File: src/rtl/popcount_accum.sv
// popcount_accum: accumulates a frame of 2-bit popcount beats into a
// frame sum plus a beat count, then holds the result until it is taken.
//
// Configuration:
//   POPCOUNT_ACCUM_SAT_EN -- when defined, the accumulator and the registered
//                            sum clamp at 2^SUM_W-1 once the frame overflows.
//                            When undefined, they wrap modulo 2^SUM_W.
//                            In both builds, overflow reports that the frame
//                            exceeded 2^SUM_W-1.
module popcount_accum #(
   parameter int SUM_W = 8,
   parameter int CNT_W = 8
) (
   input  logic             clk,
   input  logic             rst_n,
   input  logic             in_valid,
   output logic             in_ready,
   input  logic [1:0]       in_popcount,
   input  logic             in_last,
   output logic             sum_valid,
   input  logic             sum_ready,
   output logic [SUM_W-1:0] sum,
   output logic [CNT_W-1:0] beats,
   output logic             overflow
);

   typedef enum logic {
      ACCUM = 1'b0,
      HOLD  = 1'b1
   } state_t;

   state_t state;
   state_t state_nxt;

   // Accumulation stage: the running totals of the frame in progress.
   logic [SUM_W-1:0] acc_p0;
   logic [CNT_W-1:0] cnt_p0;
   logic             ovf_p0;

   // Result stage: the registered totals of the last completed frame.
   logic [SUM_W-1:0] sum_p1;
   logic [CNT_W-1:0] beats_p1;
   logic             ovf_p1;

   logic             accept;
   logic [SUM_W:0]   add_full;
   logic             frame_ovf;
   logic [SUM_W-1:0] acc_upd;
   logic [CNT_W-1:0] cnt_upd;

   // Adds a zero-extended beat to the accumulator; the MSB is the carry out.
   function automatic logic [SUM_W:0] add_pop(input logic [SUM_W-1:0] a,
                                              input logic [1:0]       p);
      logic [SUM_W:0] pe;
      pe = '0;
      pe[1:0] = p;
      return {1'b0, a} + pe;
   endfunction

   // Reduces the widened addition result back to SUM_W bits, either by
   // clamping at full scale or by dropping the carry.
   function automatic logic [SUM_W-1:0] fold_sum(input logic [SUM_W:0] r,
                                                 input logic           ovf);
`ifdef POPCOUNT_ACCUM_SAT_EN
      return ovf ? {SUM_W{1'b1}} : r[SUM_W-1:0];
`else
      return (ovf && 1'b0) ? {SUM_W{1'b1}} : r[SUM_W-1:0];
`endif
   endfunction

   assign accept    = in_valid & in_ready;
   assign add_full  = add_pop(acc_p0, in_popcount);
   assign frame_ovf = ovf_p0 | add_full[SUM_W];
   assign acc_upd   = fold_sum(add_full, frame_ovf);
   assign cnt_upd   = cnt_p0 + {{(CNT_W-1){1'b0}}, 1'b1};

   // State register: reset always returns to accumulating.
   always_ff @(posedge clk or negedge rst_n) begin
      if (!rst_n) begin
         state <= ACCUM;
      end else begin
         state <= state_nxt;
      end
   end

   // Next state: leave ACCUM on an accepted last beat, leave HOLD on the
   // downstream handshake. sum_ready has no effect while accumulating.
   always_comb begin
      state_nxt = state;
      case (state)
         ACCUM:   if (accept && in_last) state_nxt = HOLD;
         HOLD:    if (sum_ready)         state_nxt = ACCUM;
         default:                        state_nxt = ACCUM;
      endcase
   end

   // Outputs of the FSM: ready to take beats only while accumulating, result
   // valid only while holding. The HOLD->ACCUM edge does not also take a beat.
   always_comb begin
      in_ready  = 1'b0;
      sum_valid = 1'b0;
      case (state)
         ACCUM:   in_ready  = 1'b1;
         HOLD:    sum_valid = 1'b1;
         default: in_ready  = 1'b1;
      endcase
   end

   // Accumulation stage: fold in non-last beats, clear once the frame closes.
   always_ff @(posedge clk or negedge rst_n) begin
      if (!rst_n) begin
         acc_p0 <= '0;
         cnt_p0 <= '0;
         ovf_p0 <= 1'b0;
      end else if (accept) begin
         if (in_last) begin
            acc_p0 <= '0;
            cnt_p0 <= '0;
            ovf_p0 <= 1'b0;
         end else begin
            acc_p0 <= acc_upd;
            cnt_p0 <= cnt_upd;
            ovf_p0 <= frame_ovf;
         end
      end
   end

   // Result stage: capture the closing totals on the last beat and hold them
   // unchanged until the next frame closes.
   always_ff @(posedge clk or negedge rst_n) begin
      if (!rst_n) begin
         sum_p1   <= '0;
         beats_p1 <= '0;
         ovf_p1   <= 1'b0;
      end else if (accept && in_last) begin
         sum_p1   <= acc_upd;
         beats_p1 <= cnt_upd;
         ovf_p1   <= frame_ovf;
      end
   end

   assign sum      = sum_p1;
   assign beats    = beats_p1;
   assign overflow = ovf_p1;

endmodule

File: config.mk
export PLATFORM = sky130hd
export DESIGN_NAME = popcount_accum
export DESIGN_NICKNAME = d
export VERILOG_FILES = /design/src/rtl/popcount_accum.sv
export SDC_FILE = /design/constraint.sdc
export NUM_CORES = 1
export LEC_CHECK = 0
export CELL_PAD_IN_SITES_DETAIL_PLACEMENT = 0
export CELL_PAD_IN_SITES_GLOBAL_PLACEMENT = 1
export CORE_ASPECT_RATIO = 2
export CORE_MARGIN = 2
export CORE_UTILIZATION = 43
export DETAILED_ROUTE_END_ITERATION = 8
export GPL_TIMING_DRIVEN = 0
export PLACE_DENSITY_LB_ADDON = 0.1
export SKIP_LAST_GASP = 1
export SLEW_MARGIN = 20
export SYNTH_ARGS = -nofsm -noshare
export SYNTH_HDL_FRONTEND = slang
export SYNTH_SLANG_ARGS = --single-unit
File: constraint.sdc
create_clock -name clk -period 4.7 [get_ports clk]
set_clock_uncertainty 0.1 [all_clocks]
set_input_delay 1.41 -clock clk [delete_from_list [all_inputs] [get_ports clk]]
set_output_delay 1.41 -clock clk [all_outputs]
set_load 0.05 [all_outputs]
======== Yosys cells after proc, flatten, opt, wreduce, memory -nomap -nowiden ========
Cells that the tools add are included.
word-level totals
  register bits after elaboration ......... 35
  input port bits ......................... 7
cells by class
  add/subtract/negate cells ............... 2
  bitwise logic cells ..................... 3
  multiplexer cells ....................... 8
  reductions and logical operators ........ 1
operator list
  cell                                         count
  two-way mux 8 bit                            2
  adder 8 x 2 -> 9 bit                         1
  adder 8 x 1 -> 8 bit, second input constant  1
  two-way mux 1 bit                            5
  case mux 1 bit (2 select lines)              1
  bitwise AND 1 bit                            1
  logical AND 1 bit                            1
  inverter 1 bit                               1
  bitwise OR 1 bit                             1

======== Logic depth before layout (Yosys ltp) ========
  depth after elaboration ................. 5
  mapped depth ............................ 6

======== Worst setup path after synthesis ========
Ideal clock, no wire load.
  path kind ............................... input port to flip-flop
  from .................................... in in_popcount[0]
  to ...................................... reg acc_p0[6]
  arrival time ............................ 2531 ps
  cell stages on the path ................. 5
  path slack .............................. 2000 ps
  setup time .............................. 69 ps
  buffers on the path ..................... 0
  path through ............................ ha_1 > fa_1 > nand2_1 > or4_1 > nand3_1
on the way
  cells in the longest elaborated chain, start to end .. 2
RTL lines
  item                  RTL line  RTL
  from (decl)           18        input logic [1:0] in_popcount,
  adder 8 x 2 -> 9 bit  57        return {1'b0, a} + pe;
  two-way mux 8 bit     116       if (in_last) begin
  to (signal assigned)  121       acc_p0 <= acc_upd;
  to (decl)             36        logic [SUM_W-1:0] acc_p0;
Every way passes these cells.
A chain may end at the register's enable or synchronous reset.

======== Worst setup path in the final report ========
  from .................................... in in_last
  to ...................................... reg beats_p1[5], in the netlist beats[5]
on the way
  cells in the longest elaborated chain, start to end .. 1
RTL lines
  item                  RTL line  RTL
  from (decl)           19        input logic in_last,
  logical AND 1 bit     135       end else if (accept && in_last) begin
  to (signal assigned)  137       beats_p1 <= cnt_upd;
  to (decl)             42        logic [CNT_W-1:0] beats_p1;
Every way passes these cells.

==> impl_metrics.toml <==
[routing]
dr.pass1.iters = 4
antenna_left = 0
wl_met1_um = 1610
drt-vias-per-instance = 5.71
drtIter0Drc = 28
wl_met2_um = 2120
vias = 1569
drc = 0
wl_per_cell_um = 15.1
wl_um = 4150
highest_layer = "met4"
wl_met3_um = 160

[final_layout]
drive_gt1_share_pct = 4.91
final_area_um2 = 2140
finalNetCount = 234
antennaDiodeCount = 0
syn_to_final_growth_pct = 23.7
num-fill-cells = 370

[clock_network]
cts_resized = 0
cts_tree = "built"
ctsHoldBuffers = 0
cts_buffers = 5
cts_sinks = 35
clk_path_buf_depth = 2
htreeDepth = 2
clkTransAtPathRegs_ps = 70
cts_setup_buffers = 0
clock_latency_ps = 280
root_buffer = "clkbuf_8"

[setup_path]
start_kind = "primary input"
cp.required_ps = 4730
crit_arrival_ps = 3330
end_kind = "flip-flop"
criticalPathCategory = "primary input to flip-flop"
reg2reg_slack_ps = 2740
path_max_fanout = 10

[die]
fp.dieW_um = 48.9
fp.dieH_um = 93.8
core_um2 = 3840
initial_utilization_pct = 45.1
fp-row-count = 32
ios = 26
die_area_um2 = 4580

[global_route]
grt_max_degree = 27
antenna_found_initial = 0
grt_pass1_wl_um = 6980
grt_pass1_vias = 1534
grt-ovfl-total = 0
grt.total_usage_pct = 20.1

[synth]
yosysWarnings = 0
synth_cells = 190
async_flop_share_pct = 100
synthesis.nets = 201
syn_avg_cell_area_um2 = 9.12
syn_area_um2 = 1730
synth_edf_count = 0
post_synth_num_cell_types = 29
ys_ff_latch = 35
ys.flop_type = "dfrtp_1"
synth.yosys.seq_area_share_pct = 50.5

[sta]
maxSlewViolCount = 0
worstMarginPinSlew_ps = 569
finalHoldViolCount = 0
fmax_mhz = 303
min_period_ps = 3300
finalSetupViolCount = 0
grt_setup_unrepaired = "false"
timing.final.crit_share_pct = 70.3
finalSetupTns_ps = 0
max_slew_margin_pct = 62.1

[placed_design]
gp_routability_congestion = 0.820
hpwl_um = 2970
port_buffers = 25
dpl_cell_area_um2 = 2060

[pwr]
swShare_pct = 40.4
fin_total_pwr_w = 0.000990
peakVddDrop_mv = 0.285
seqPwrFrac_pct = 40.9
p_per_area_nw_per_um2 = 462
combPwrFrac_pct = 38.0
p_clk_share_pct = 21.1
intPower_w = 0.000590
switching_power_w = 0.000400
p_leak_nw = 0.875

[job]
cap_violations = 0

[status]
status = "complete, no violations"

[worst_hold_path]
hold_path_class = "flip-flop to flip-flop"
[path summary, 6_finish.rpt]
check | to | cells past startpoint | start
worst max register to register | beats[5] | 4 | state
max in group asynchronous | beats[0] | 2 | rst_n
worst min register to register | beats[1] | 2 | beats[1]
min in group asynchronous | sum[3] | 1 | rst_n
worst max-delay path | beats[5] | 6 | in_last
worst min-delay path | beats[1] | 2 | beats[1]
[sequential cells by signal, summed over array words and instances (netlist names)]
| name | flops |
|---|---|
| acc_p0 | 8 |
| beats | 8 |
| cnt_p0 | 8 |
| sum | 8 |
| overflow | 1 |
| ovf_p0 | 1 |
| state | 1 |
[worst max-delay path, stage by stage]
cell and delay, ps:
clkdlybuf4s50_1 500, buf_2 220, and3b_1 180, clkbuf_1 370, clkbuf_1 500, a31oi_1 150
[synthesized netlist by cell type (3+ instances only)]
| master | instances | share of area, % |
|---|---|---|
| nand3_1 | 11 | 3.2 |
| buf_2 | 3 | 0.87 |
| nand2_1 | 35 | 7.6 |
| ha_1 | 3 | 2.2 |
| a31oi_1 | 10 | 3.6 |
| o211ai_1 | 6 | 2.6 |
| or3_1 | 7 | 2.5 |
| o31ai_1 | 4 | 1.7 |
| or4_1 | 5 | 2.2 |
| dfrtp_1 | 35 | 51 |
| xor2_1 | 3 | 1.5 |
| nor2_1 | 12 | 2.6 |
| o21ai_0 | 25 | 7.2 |
| clkbuf_1 | 9 | 1.9 |
[stage by stage]
| stage | utilization, % | setup WS [ps] | instances | hold WS, ps |
|---|---|---|---|---|
| 6_report | 55.8 | 1400 | 275 | 382 |
| 5_1_grt | 55.8 | 1220 | 275 | 407 |
| 4_1_cts | 55.8 | 1350 | 275 | 388 |
| 3_5_place_dp | 53.6 | 1050 | 267 | 372 |
| 3_3_place_gp | 53.3 | 1110 | 266 | 360 |
| 2_1_floorplan | - | 2000 | 190 | 351 |
[power groups by stage]
stage               combinational (W)  sequential (W)  clock (W)
floorplan                    0.000122        0.000536          0
global placement             0.000372        0.000406          0
detailed placement           0.000380        0.000411          0
CTS                          0.000380        0.000405   0.000217
global route                 0.000407        0.000415   0.000228
finish                       0.000377        0.000405   0.000209
[final cells by class]
class / instances / area [µm²] / area share [%]
Sequential cell: 35 / 876 / 40.9
Multi-Input combinational cell: 140 / 797 / 37.2
Timing Repair Buffer: 26 / 265 / 12.4
Clock buffer: 7 / 76.3 / 3.56
Tap cell: 51 / 63.8 / 2.98
Buffer: 12 / 48.8 / 2.28
Inverter: 3 / 11.3 / 0.525
Clock inverter: 1 / 5.00 / 0.234
[placed cells by master (no fill, tap or decap), types with 3 or more instances in the layout]
| cell | count |
|---|---|
| o211ai_1 | 6 |
| o21ai_0 | 25 |
| o31ai_1 | 4 |
| or3_1 | 7 |
| dfrtp_1 | 35 |
| ha_1 | 3 |
| xor2_1 | 3 |
| clkdlybuf4s50_1 | 24 |
| or4_1 | 5 |
| clkbuf_1 | 11 |
| nor2_1 | 12 |
| clkbuf_8 | 5 |
| nand3_1 | 11 |
| buf_2 | 4 |
| nand2_1 | 35 |
| a31oi_1 | 10 |
[routing by layer]
metal | up-vias | global-route usage [%]
met5 | - | 0
met4 | 0 | 16.2
met3 | 19 | 2.71
met2 | 53 | 33.4
met1 | 748 | 22.6
li1 | 749 | -
[logic make-up (layout without fill, tap and decap cells)]
family / Yosys count / in the layout / synth area share (%)
simple gates: 82 / 82 / 23.3
compound gates: 49 / 49 / 16.8
buf+inv: 15 / 49 / 3.47
fa+ha+maj: 4 / 4 / 3.32
flops: 35 / 35 / 50.5
xor+xnor: 5 / 5 / 2.53
Power figures use the tool's default switching activity.
